## src/rtl/entropy_streamer.sv

```systemverilog
// entropy_streamer: gathers words from several entropy sources, combines them
// (XOR of one word per channel, or round-robin pass-through), slices each word
// into bytes LSB first, buffers the bytes in a FIFO and feeds them to a UART
// transmitter over its start/busy handshake. Single-byte host commands
// received over the UART control streaming, mode, overflow and soft reset.
module entropy_streamer #(
    parameter int N_CHANNELS   = 2,
    parameter int WORD_WIDTH   = 16,
    parameter int FIFO_DEPTH   = 16,
    parameter int DEFAULT_MODE = 0
) (
    input  logic                             clk,
    input  logic                             rst_n,
    input  logic [N_CHANNELS-1:0]            word_valid,
    input  logic [N_CHANNELS*WORD_WIDTH-1:0] word_data,
    input  logic                             rx_received,
    input  logic [7:0]                       rx_byte,
    input  logic                             tx_busy,
    output logic                             tx_start,
    output logic [7:0]                       tx_byte,
    output logic                             soft_reset,
    output logic                             streaming,
    output logic                             mode,
    output logic                             overflow,
    output logic [$clog2(FIFO_DEPTH):0]      fifo_level
);

    localparam int BYTES = WORD_WIDTH / 8;
    localparam int AW    = $clog2(FIFO_DEPTH);
    localparam int LW    = AW + 1;
    localparam int PW    = (N_CHANNELS > 1) ? $clog2(N_CHANNELS) : 1;
    localparam int IW    = (BYTES > 1) ? $clog2(BYTES) : 1;

    typedef enum logic {PK_IDLE, PK_PUSH} pk_state_t;
    typedef enum logic [1:0] {TX_IDLE, TX_WAIT_BUSY, TX_WAIT_DONE} tx_state_t;

    logic                  cmd_valid;
    logic [7:0]            cmd_byte;
    logic                  cmd_go, cmd_stop, cmd_mode, cmd_clear, cmd_reset, abort;

    logic [WORD_WIDTH-1:0] hold [N_CHANNELS];
    logic [N_CHANNELS-1:0] fresh;
    logic [PW-1:0]         rr_ptr;
    logic [WORD_WIDTH-1:0] xor_word, rr_word, emit_word;
    logic                  rr_hit, emit_xor, emit_rr, emit;

    pk_state_t             pk_state;
    logic [WORD_WIDTH-1:0] pk_word;
    logic [IW-1:0]         pk_idx;
    logic                  push;

    logic [7:0]            mem [FIFO_DEPTH];
    logic [AW-1:0]         wr_ptr, rd_ptr;
    logic                  full, empty, pop, push_ok;

    tx_state_t             tx_state;

    // Register the received byte so commands act one cycle after reception
    always_ff @(posedge clk or negedge rst_n) begin
        if (!rst_n) begin
            cmd_valid <= 1'b0;
            cmd_byte  <= 8'h00;
        end else begin
            cmd_valid <= rx_received;
            cmd_byte  <= rx_byte;
        end
    end

    assign cmd_go    = cmd_valid && (cmd_byte == 8'h67);
    assign cmd_stop  = cmd_valid && (cmd_byte == 8'h73);
    assign cmd_mode  = cmd_valid && (cmd_byte == 8'h6D);
    assign cmd_clear = cmd_valid && (cmd_byte == 8'h63);
    assign cmd_reset = cmd_valid && (cmd_byte == 8'h72);
    assign abort     = cmd_stop || cmd_mode;

    // Host-visible control state: streaming enable, combine mode, soft reset pulse
    always_ff @(posedge clk or negedge rst_n) begin
        if (!rst_n) begin
            streaming  <= 1'b1;
            mode       <= (DEFAULT_MODE != 0);
            soft_reset <= 1'b0;
        end else begin
            soft_reset <= cmd_reset;
            if (cmd_go)   streaming <= 1'b1;
            if (cmd_stop) streaming <= 1'b0;
            if (cmd_mode) mode      <= ~mode;
        end
    end

    // Combine candidates: XOR of all held words, and the current round-robin channel
    always_comb begin
        xor_word = '0;
        rr_word  = '0;
        rr_hit   = 1'b0;
        for (int k = 0; k < N_CHANNELS; k++) begin
            xor_word = xor_word ^ hold[k];
            if (rr_ptr == PW'(k)) begin
                rr_word = word_data[k*WORD_WIDTH +: WORD_WIDTH];
                rr_hit  = word_valid[k];
            end
        end
    end

    assign emit_xor  = streaming && !mode && (pk_state == PK_IDLE) && (&fresh) && !abort;
    assign emit_rr   = streaming &&  mode && (pk_state == PK_IDLE) && rr_hit && !abort;
    assign emit      = emit_xor || emit_rr;
    assign emit_word = mode ? rr_word : xor_word;

    // XOR collector: per-channel holding register and fresh flag; a new word beats the clear
    always_ff @(posedge clk or negedge rst_n) begin
        if (!rst_n) begin
            fresh <= '0;
            for (int k = 0; k < N_CHANNELS; k++) hold[k] <= '0;
        end else begin
            for (int k = 0; k < N_CHANNELS; k++) begin
                if (word_valid[k] && !mode) hold[k] <= word_data[k*WORD_WIDTH +: WORD_WIDTH];
                if (abort)                       fresh[k] <= 1'b0;
                else if (word_valid[k] && !mode) fresh[k] <= 1'b1;
                else if (emit_xor)               fresh[k] <= 1'b0;
            end
        end
    end

    // Round-robin pointer advances on every accepted word and restarts on a mode change
    always_ff @(posedge clk or negedge rst_n) begin
        if (!rst_n) begin
            rr_ptr <= '0;
        end else if (cmd_mode) begin
            rr_ptr <= '0;
        end else if (emit_rr) begin
            rr_ptr <= (rr_ptr == PW'(N_CHANNELS - 1)) ? '0 : rr_ptr + PW'(1);
        end
    end

    // Packer FSM: latch an emitted word, then shift one byte per cycle into the FIFO
    always_ff @(posedge clk or negedge rst_n) begin
        if (!rst_n) begin
            pk_state <= PK_IDLE;
            pk_word  <= '0;
            pk_idx   <= '0;
        end else if (abort) begin
            pk_state <= PK_IDLE;
            pk_idx   <= '0;
        end else begin
            case (pk_state)
                PK_IDLE: begin
                    if (emit) begin
                        pk_word  <= emit_word;
                        pk_idx   <= '0;
                        pk_state <= PK_PUSH;
                    end
                end
                PK_PUSH: begin
                    pk_word <= pk_word >> 8;
                    if (pk_idx == IW'(BYTES - 1)) pk_state <= PK_IDLE;
                    else                          pk_idx   <= pk_idx + IW'(1);
                end
                default: pk_state <= PK_IDLE;
            endcase
        end
    end

    assign push    = (pk_state == PK_PUSH) && !abort;
    assign full    = (fifo_level == LW'(FIFO_DEPTH));
    assign empty   = (fifo_level == '0);
    assign pop     = (tx_state == TX_IDLE) && !empty && !tx_busy && !cmd_stop;
    assign push_ok = push && (!full || pop);

    // FIFO storage; no reset needed because occupancy gates every read
    always_ff @(posedge clk) begin
        if (push_ok) mem[wr_ptr] <= pk_word[7:0];
    end

    // FIFO pointers and occupancy; a stop command empties the buffer
    always_ff @(posedge clk or negedge rst_n) begin
        if (!rst_n) begin
            wr_ptr     <= '0;
            rd_ptr     <= '0;
            fifo_level <= '0;
        end else if (cmd_stop) begin
            wr_ptr     <= '0;
            rd_ptr     <= '0;
            fifo_level <= '0;
        end else begin
            if (push_ok) wr_ptr <= wr_ptr + AW'(1);
            if (pop)     rd_ptr <= rd_ptr + AW'(1);
            if (push_ok && !pop)      fifo_level <= fifo_level + LW'(1);
            else if (!push_ok && pop) fifo_level <= fifo_level - LW'(1);
        end
    end

    // Sticky overflow flag: a dropped byte sets it, which beats a simultaneous clear
    always_ff @(posedge clk or negedge rst_n) begin
        if (!rst_n)                     overflow <= 1'b0;
        else if (push && full && !pop)  overflow <= 1'b1;
        else if (cmd_clear)             overflow <= 1'b0;
    end

    // Transmitter FSM: hand the FIFO head to the UART and follow its busy handshake
    always_ff @(posedge clk or negedge rst_n) begin
        if (!rst_n) begin
            tx_state <= TX_IDLE;
            tx_start <= 1'b0;
            tx_byte  <= 8'h00;
        end else begin
            tx_start <= 1'b0;
            case (tx_state)
                TX_IDLE: begin
                    if (pop) begin
                        tx_byte  <= mem[rd_ptr];
                        tx_start <= 1'b1;
                        tx_state <= TX_WAIT_BUSY;
                    end
                end
                TX_WAIT_BUSY: if (tx_busy)  tx_state <= TX_WAIT_DONE;
                TX_WAIT_DONE: if (!tx_busy) tx_state <= TX_IDLE;
                default:      tx_state <= TX_IDLE;
            endcase
        end
    end

endmodule

```

## config.mk

```make
export PLATFORM = sky130hd
export DESIGN_NAME = entropy_streamer
export DESIGN_NICKNAME = d
export VERILOG_FILES = /design/src/rtl/entropy_streamer.sv
export SDC_FILE = /design/constraint.sdc
export NUM_CORES = 1
export LEC_CHECK = 0
export ABC_AREA = 1
export CAP_MARGIN = 10
export CORE_MARGIN = 4
export CORE_UTILIZATION = 50
export CTS_CLUSTER_DIAMETER = 100
export DETAILED_ROUTE_END_ITERATION = 8
export PLACE_DENSITY = 0.66
export REMOVE_ABC_BUFFERS = 1
export SYNTH_ARGS = -nofsm -noshare
export SYNTH_HDL_FRONTEND = slang
export SYNTH_SLANG_ARGS = --single-unit
```

## constraint.sdc

```tcl
create_clock -name clk -period 2.8 [get_ports clk]
set_clock_uncertainty 0.2 [all_clocks]
set_input_delay 0.56 -clock clk [delete_from_list [all_inputs] [get_ports clk]]
set_output_delay 0.56 -clock clk [all_outputs]
set_load 0.02 [all_outputs]
```

Word-level counts from Yosys, hierarchy flattened
Memories as Yosys holds them, arrays and structs flattened. A register that Yosys moved wholly into a read port is not among the register bits.
Cells that the tools add are included.
- bits in registers: 82
- bits in writable memories: 128
- bits of input ports: 46
- output and inout bits: 18
- word-level logic and storage cells: 133
- memories: 1
- memories (name ; depth ; bits a word ; read ports ; clocked after Yosys merged registers in ; write ports ; RTL line ; source):
    mem ; 16 ; 8 ; 1 ; 1 ; 1 ; 52 ; logic [7:0] mem [FIFO_DEPTH];
- add/sub/neg operators: 6
- eq/ne operators: 13
- muxes and demuxes: 40
- bitwise operators: 4
- reductions and logical operators: 50
- operator list (kind ; number):
    $mux W16 ; 3
    $eq A8 B7 Y1 const B ; 5
    $pmux W16 S2 ; 1
    $logic_and A1 B1 Y1 ; 24
    $mux W1 ; 23
    $mux W4 ; 4
    $xor A16 B16 Y16 ; 1
    $mux W5 ; 3
    $reduce_bool A2 Y1 ; 5
    $logic_not A1 Y1 ; 9
    $reduce_bool A3 Y1 ; 3
    $add A4 B1 Y4 const B ; 2
    $ne A2 B2 Y1 const B ; 4
    $mux W2 ; 3
    $pmux W2 S3 ; 1
    $reduce_and A2 Y1 ; 3
    $add A5 B1 Y5 const B ; 1
    $eq A5 B5 Y1 const B ; 1
    $logic_not A5 Y1 ; 1
    $sub A5 B1 Y5 const B ; 1
    $pmux W1 S2 ; 2
    $logic_or A1 B1 Y1 ; 3
    $ne A3 B3 Y1 const B ; 1
    $not A1 Y1 ; 3
    5 further kinds ; 6

Longest topological paths before layout
Gate-level depths: netlist of run 1.
- word-level depth: 12
- mapped depth: 17
- mapped depth without buffers: 17

Worst setup path after synthesis of run 1
No wires, ideal clock.
- path kind: register -> register
- start: register fifo_level[1]
- end: register fifo_level[4]
- library setup time: 118 ps
- arrival: 1985 ps
- required time: 2482 ps
- setup slack: 497 ps
- cell stages (with the launch flop): 14
- buffers on the path: 0
- period minus slack after synthesis: 2303 ps
- path through: dfrtp_1 nor2_1 nand4_1 nand3_2 nand3_2 fa_1 nand3_1 nand3_1 nand2_1 inv_1 nand2_1 nand2_1 nand3_1 nand2_1
- longest elaborated chain between the ends: 10
- elaborated cells between the ends (all ways): 19
- classes of those cells: add/sub: 2; eq/ne: 1; mux: 3; reduce/logical: 13
- RTL lines (what ; RTL line ; source):
    start: declaration ; 25 ; output logic [$clog2(FIFO_DEPTH):0] fifo_level
    start signal: assignment ; 187 ; if (push_ok && !pop) fifo_level <= fifo_level + LW'(1);
    start signal: assignment ; 188 ; else if (!push_ok && pop) fifo_level <= fifo_level - LW'(1);
    branches (longest 10 deep; another with $sub A5 B1 Y5) ; n/a ;
Parallel ways; which one is timed is not known. The select of a mux whose other input is x is not followed.
A chain may end at the register's enable or synchronous reset.

Worst setup path in the final report of run 1
- start: register mode
- end: output mode
- RTL lines (what ; RTL line ; source):
    start: declaration ; 23 ; output logic mode,
    start signal: assignment ; 80 ; mode <= (DEFAULT_MODE != 0);
    start signal: assignment ; 86 ; if (cmd_mode) mode <= ~mode;
No word-level cell between the ends.

==> summary.txt, run 1 <==
STA
  • Final hold vios: 0
  • Setup violations, final: 0
  • Fmax: 388.0 MHz
  • Slew HR: 0.4207
  • Max Slew Vio Count: 0
  • Setup TNS: 0 ns
  • Tcrit/Tclk final: 0.9205
  • Post-layout minimum cycle time: approximately 2.6 ns
  • RSZ-0062 raised after global routing: false
  • Slew @ Worst Pin: just under 0.9 ns

Cells and area
  • Fillers: around 1500
  • Layout cells sized above 1: 0.1137
  • Finished Core Util: 0.6060
  • Post-route cell area: between 0.01 and 0.015 mm²
  • P&R area growth vs syn: 19.29%
  • Cell Count, Final, Fillers Out: ~1200
  • Antenna cells: 0
  • Layout Nets: around 1100

Drt
  • Drt initial violations: 500
  • Final antenna-violating net count: 0
  • DRT Pass-1 Iters: 5
  • DR WL/cell: 17.53 µm
  • DRC viols: 0
  • Via-per-instance ratio: around 5.4
  • Via count: 6687
  • Final WL: approximately 22 mm

Synthesis
  • Seq/Total Area, Yosys: 0.6437
  • Ys flop type: edfxtp_1
  • Syn. warnings: 0
  • Compound-Gate Fraction of Synth Area: 0.1367
  • Cells after Synth: roughly 900
  • EDFF count, synth: approximately 130
  • Mux cell area share after synthesis: 0
  • Simple-Gate Fraction of Synth Area: 0.1564
  • Synth Area per Inst: roughly 10 µm²
  • Area share of fa/ha/maj cells after synthesis: 0.01400
  • Largest family of logic cells by synthesized area: simple AND/OR/NAND/NOR gates
  • Asr flop ratio synth: 0.4128
  • Yosys reg bits: roughly 220
  • XOR/XNOR Fraction of Synth Area: 0.003699
  • Cell variety after synth: 40
  • Post-Synthesis Cell Area: around 0.0095 mm²

Global route
  • First-pass GRT wire length: approximately 35 mm
  • GRT overflow: 0
  • Antenna violations before repair: 0
  • GRT Overall Usage: 0.2072
  • Vias in the first global route: 6600
  • Pin count of the biggest net entering global routing: approximately 70

Critical path
  • Nature of the critical path endpoint: primary output
  • Req. time, crit path: 2.04 ns
  • CP Cell Sequence: clkdlybuf4s50_1
  • Critical Path Max Stage Delay: roughly 0.70 ns
  • Crit path DAT: 1.82 ns
  • CP top delay family: buffers and inverters
  • Slowest-stage cell, CP: clkdlybuf4s50_1
  • Setup CP Type: register to primary output
  • Buf/Inv on CP: 1
  • Crit path max fanout: 10
  • Crit start category: register

Placed design
  • PortBufs: 63
  • Placer Congestion: between 0.8 and 0.9
  • Area after DPL: around 0.010 mm²
  • DP HPWL: between 10 and 15 mm
  • Post-Place Cells: about 1200

Clock tree
  • Clk buf depth: 3
  • Clk sinks: 218
  • Cts bufs inserted: 23
  • Clock slew at reported path FFs: about 0.060 ns
  • CTS tree: yes
  • Worst skew pair latency: around 0.5 ns
  • H-tree depth: 1
  • Clock root cell: clkbuf_16
  • Post-CTS Repair Setup Buffers: 0

Power and ir drop
  • Worst IR Drop VDD: around 0.00064 V
  • PwrDens: 1028 mW/mm²
  • Leakage: ~4.5 nW

Die
  • I/O pin total: 64
  • Core area: ~0.019 mm²
  • Initial core utilization: 0.5081
  • Row Count: 50
  • Die area: about 0.021 mm²
  • Die width: approximately 150 µm
  • DIE HEIGHT: 145.6 µm

Run
  • Max-capacitance violation count: 0

Outcome
  • Outcome: finished, final reports clean

Worst hold path
  • Hold/Removal Path Class: register to register
==> per-layer routing <==
layer | GRT usage | up-vias | wire (µm) | part of all wire
met4 | 0.04463 | 0 | 405 | 0.019
met2 | 0.3508 | 219 | 10520 | 0.48
met1 | 0.2862 | 3138 | 9497 | 0.44
li1 | - | 3295 | - | -
met5 | 0 | - | 0 | 0
met3 | 0.03332 | 35 | 1397 | 0.064
==> sequential cells by signal, summed over array words and instances (netlist names) <==
register	count
mode	1
tx_state	2
fresh	2
pk_idx	1
overflow	1
mem	128
pk_word	16
fifo_level	5
pk_state	1
tx_start	1
rd_ptr	4
wr_ptr	4
soft_reset	1
hold	32
cmd_valid	1
tx_byte	8
rr_ptr	1
streaming	1
cmd_byte	8
==> cells by family (layout without fill, tap and decap cells) <==
family / Yosys count / after routing
compound gates: 233 / 233
xor+xnor: 4 / 4
fa+ha+maj: 10 / 10
buf+inv: 97 / 199
flops: 218 / 218
simple gates: 347 / 347
==> cells in the mapped netlist, types with 8 or more instances <==
cell type	number	area share
nand2_1	166	0.066
o21ai_0	152	0.080
edfxtp_1	128	0.41
nor2_1	122	0.048
dfrtp_1	89	0.24
inv_1	49	0.019
a21oi_1	32	0.017
nand3_1	28	0.015
o211ai_1	28	0.022
clkbuf_1	24	0.0095
ha_1	9	0.012
a21oi_2	8	0.0074
==> through the flow <==
step,power [mW],hold WS [ns],worst slack (ns)
finish,11.62,0.2812,0.2225
global route,12.36,0.2818,0.06276
CTS,11.72,0.2779,0.2151
detailed placement,8.489,0.2648,0.03344
global placement,8.423,0.2618,0.06993
floorplan,6.841,0.06441,0.01234
==> timing repair <==
action                    in CTS  in global routing
hold endpoints to repair      32                  0
hold buffers                   1                  0
gates resized for setup        0                  0
==> power by group <==
| group | internal (mW) | switching (mW) | total [mW] |
|---|---|---|---|
| clock network | 1.97 | 1.24 | 3.21 |
| registers | 4.15 | 0.699 | 4.85 |
| logic | 1.29 | 2.26 | 3.56 |
==> cell usage in the layout (no fill, tap or decap), types with 2 or more instances in the layout <==
master,synthesis,routed
o21a_1,2,2
buf_12,0,2
o221ai_1,4,4
clkinvlp_4,0,3
nand2_4,4,4
clkbuf_1,24,4
dfrtp_1,89,88
nor2_2,4,4
nand2_2,5,5
nand2_1,166,166
clkdlybuf4s50_1,0,62
inv_1,49,49
or2_2,2,2
o21ai_1,4,4
inv_2,4,4
o21ai_0,152,152
xor2_1,4,4
inv_4,2,3
a21oi_1,32,32
nand3_2,5,5
ha_1,9,9
nand4_1,4,4
clkbuf_8,0,3
bufinv_16,0,4
nor2_1,122,122
clkinv_1,2,2
nand3_1,28,28
nor2_4,2,2
edfxtp_1,128,128
clkbuf_16,0,23
buf_4,5,36
a21oi_2,8,8
o211ai_1,28,28
==> final timing paths <==
check,from,slack [ns],cells after the start,end
setup / recovery,mode$_DFFE_PN0P_,0.22,1,mode
setup reg to reg,cmd_byte[7]$_DFF_PN0_,0.31,15,fifo_level[4]$_DFFE_PN0P_
max in group asynchronous,rst_n,1.47,3,hold[15]$_DFFE_PN0P_
min in group asynchronous,rst_n,0.38,2,hold[13]$_DFFE_PN0P_
hold reg to reg,tx_byte[7]$_DFFE_PN0P_,0.28,2,tx_byte[7]$_DFFE_PN0P_
hold / removal,tx_byte[7]$_DFFE_PN0P_,0.28,2,tx_byte[7]$_DFFE_PN0P_
==> area by class of cell <==
type	instances	area (µm²)	area share
timing repair buffer	101	940.9	0.08328
clock buffer	30	631.9	0.05592
clock inverter	11	171.4	0.01517
sequential	218	6098	0.5398
multi-input combinational	594	2944	0.2606
tap	234	292.8	0.02591
inverter	57	219.0	0.01938
Power figures use the tool's default switching activity.
==> inputs of run 2 (changes only) <==
--- a/config.mk
+++ b/config.mk
@@ -11,6 +11,7 @@
 export CORE_UTILIZATION = 50
 export CTS_CLUSTER_DIAMETER = 100
 export DETAILED_ROUTE_END_ITERATION = 8
+export GPL_TIMING_DRIVEN = 0
 export PLACE_DENSITY = 0.66
 export REMOVE_ABC_BUFFERS = 1
 export SYNTH_ARGS = -nofsm -noshare
==> summary.txt, run 2 (synthesis results as in run 1) <==
STA
  • RSZ-0062 raised after global routing: false
  • Max Slew Vio Count: 0 (unchanged)
  • Final hold vios: 0 (unchanged)
  • Slew HR: 0.2976 (-0.1230)
  • Slew @ Worst Pin: 1.054 ns (+0.1846 ns)
  • Post-layout minimum cycle time: 2.594 ns (+0.01639 ns)
  • Setup violations, final: 0 (unchanged)
  • Tcrit/Tclk final: 0.9264 (+0.005852)
  • Setup TNS: 0 ns (unchanged)
  • Fmax: 385.5 MHz (-0.63%)

Die
  • I/O pin total: 64 (unchanged)
  • Die width: 145.6 µm (unchanged)
  • Row Count: 50 (unchanged)
  • Initial core utilization: 0.5081 (unchanged)
  • Core area: 0.01864 mm² (unchanged)
  • DIE HEIGHT: 145.6 µm (unchanged)
  • Die area: 0.02121 mm² (unchanged)

Cells and area
  • Layout cells sized above 1: 0.09980 (-0.01395)
  • Max reg flops: 128 (unchanged)
  • Layout Nets: 1020 (-2.9%)
  • Commonest non-fill, non-tap cell in the layout: nand2_1
  • Antenna cells: 0 (unchanged)
  • P&R area growth vs syn: 16.92%
  • Most frequent cells in the layout: 166 x nand2_1, 152 x o21ai_0, 128 x edfxtp_1
  • Biggest register: mem
  • Top Registers: mem (128), hold (32), pk_word (16)

Run
  • Max-capacitance violation count: 0 (unchanged)

Power and ir drop
  • Leakage: 4.329 nW (-4.1%)
  • Tot Pwr: 11.14 mW (-4.2%)
  • PwrDens: 1006 mW/mm² (-2.2%)
  • Worst IR Drop VDD: 0.0005394 V (-16%)

Clock tree
  • Cts bufs inserted: 24 (+4.3%)
  • Clock slew at reported path FFs: 0.06 ns (about the same)
  • CTS tree: yes
  • Clk sinks: 218 (unchanged)
  • Clock root cell: clkbuf_16
  • Clk buf depth: 3 (unchanged)
  • Worst skew pair latency: 0.51 ns (about the same)
  • H-tree depth: 1 (unchanged)

Critical path
  • CP Cell Sequence: clkdlybuf4s50_1
  • Slowest-stage cell, CP: clkdlybuf4s50_1
  • Critical Path Max Stage Delay: 0.69 ns (about the same)
  • Crit path DAT: 1.83 ns (about the same)
  • Crit start category: register
  • Nature of the critical path endpoint: primary output
  • Buf/Inv on CP: 1 (unchanged)
  • Crit path max fanout: 20 (+10)
  • Req. time, crit path: 2.04 ns (about the same)
  • Setup CP Type: register to primary output
  • CP top delay family: buffers and inverters

Global route
  • Vias in the first global route: 6327 (-4.1%)
  • GRT Overall Usage: 0.1934 (-0.01380)
  • Antenna violations before repair: 0 (unchanged)
  • Pin count of the biggest net entering global routing: 65 (-5.8%)
  • GRT overflow: 0 (unchanged)
  • First-pass GRT wire length: 33.31 mm (-5.6%)

Drt
  • Via count: 6486 (-3.0%)
  • Final WL: 20.51 mm (-6.0%)
  • DRC viols: 0 (unchanged)
  • Via-per-instance ratio: 5.334 (-0.69%)
  • DRT Pass-1 Iters: 5 (unchanged)
  • Final antenna-violating net count: 0 (unchanged)
  • Drt initial violations: 411 (-18%)
  • DR WL/cell: 16.87 µm (-3.8%)

Worst hold path
  • Hold/Removal Path Class: register to register

Placed design
  • PortBufs: 63 (unchanged)
  • Placer Congestion: 0.8017 (-3.0%)
  • DP HPWL: 12.71 mm (-12%)

Outcome
  • Outcome: finished, final reports clean
run 2: cell count changes in the layout (fill, tap and decap cells not counted), moves of 3 or more:
cell / before / now
clkbuf_16: 23 / 26
nor2_1: 122 / 106
clkinv_1: 2 / 5
clkbuf_1: 4 / 7
clkinv_2: 1 / 5
bufinv_16: 4 / 0
clkbuf_8: 3 / 0
nor2_2: 4 / 20
buf_4: 36 / 3
run 2: metrics by stage:
step | worst slack, ns | cell area (µm²) | hold WS (ns) | utilization | std cells
after floorplan | 0.01234 | 9260 | 0.06441 | - | 869
after global placement | -2.586 | 10180 | 0.2609 | 0.5462 | 1166
after detailed placement | -0.6549 | 10260 | 0.2646 | 0.5503 | 1169
after CTS | -0.09041 | 11040 | 0.2689 | 0.5923 | 1214
after global routing | 0.05283 | 11070 | 0.2779 | 0.5940 | 1216
final | 0.2061 | 11070 | 0.2744 | 0.5940 | 1216
run 2: power by group:
group	total [mW]	internal (mW)	switching [mW]
combinational	3.27	1.22	2.06
clock	2.92	1.69	1.23
sequential	4.95	4.16	0.788
run 2: area by class of cell:
class                           count  area, µm²
Tap cell                          234      292.8
Multi-Input combinational cell    594       2992
Timing Repair Buffer               69      728.2
Clock buffer                       33      676.9
Clock inverter                     11      56.30
Inverter                           57      225.2
Sequential cell                   218       6103
Fill cell                        1589       7569
run 2: routing by layer:
layer  up-vias  wire length (µm)  track usage
met5         -                 0            0
met4         0               425      0.05081
met3        31               918      0.02460
met2       149              9762       0.3227
met1      3069              9405       0.2718
li1       3237                 -            -
run 2: final timing paths:
kind,endpoint,cells past startpoint,startpoint,slack [ns]
setup reg to reg,tx_byte[2]$_DFFE_PN0P_,5,rd_ptr[2]$_DFFE_PN0P_,0.22
max in group asynchronous,rd_ptr[0]$_DFFE_PN0P_,3,rst_n,1.38
hold reg to reg,tx_byte[4]$_DFFE_PN0P_,2,tx_byte[4]$_DFFE_PN0P_,0.27
setup / recovery,mode,1,mode$_DFFE_PN0P_,0.21
hold / removal,tx_byte[4]$_DFFE_PN0P_,2,tx_byte[4]$_DFFE_PN0P_,0.27
min in group asynchronous,hold[11]$_DFFE_PN0P_,2,rst_n,0.32
run 2: what timing repair did:
item                       4_1_cts  5_1_grt
setup buffers                    0        2
hold buffers                     1        0
gates resized for setup         17        4
hold endpoints to repair        27        0
setup endpoints to repair      140      143
pin swaps                        0        1
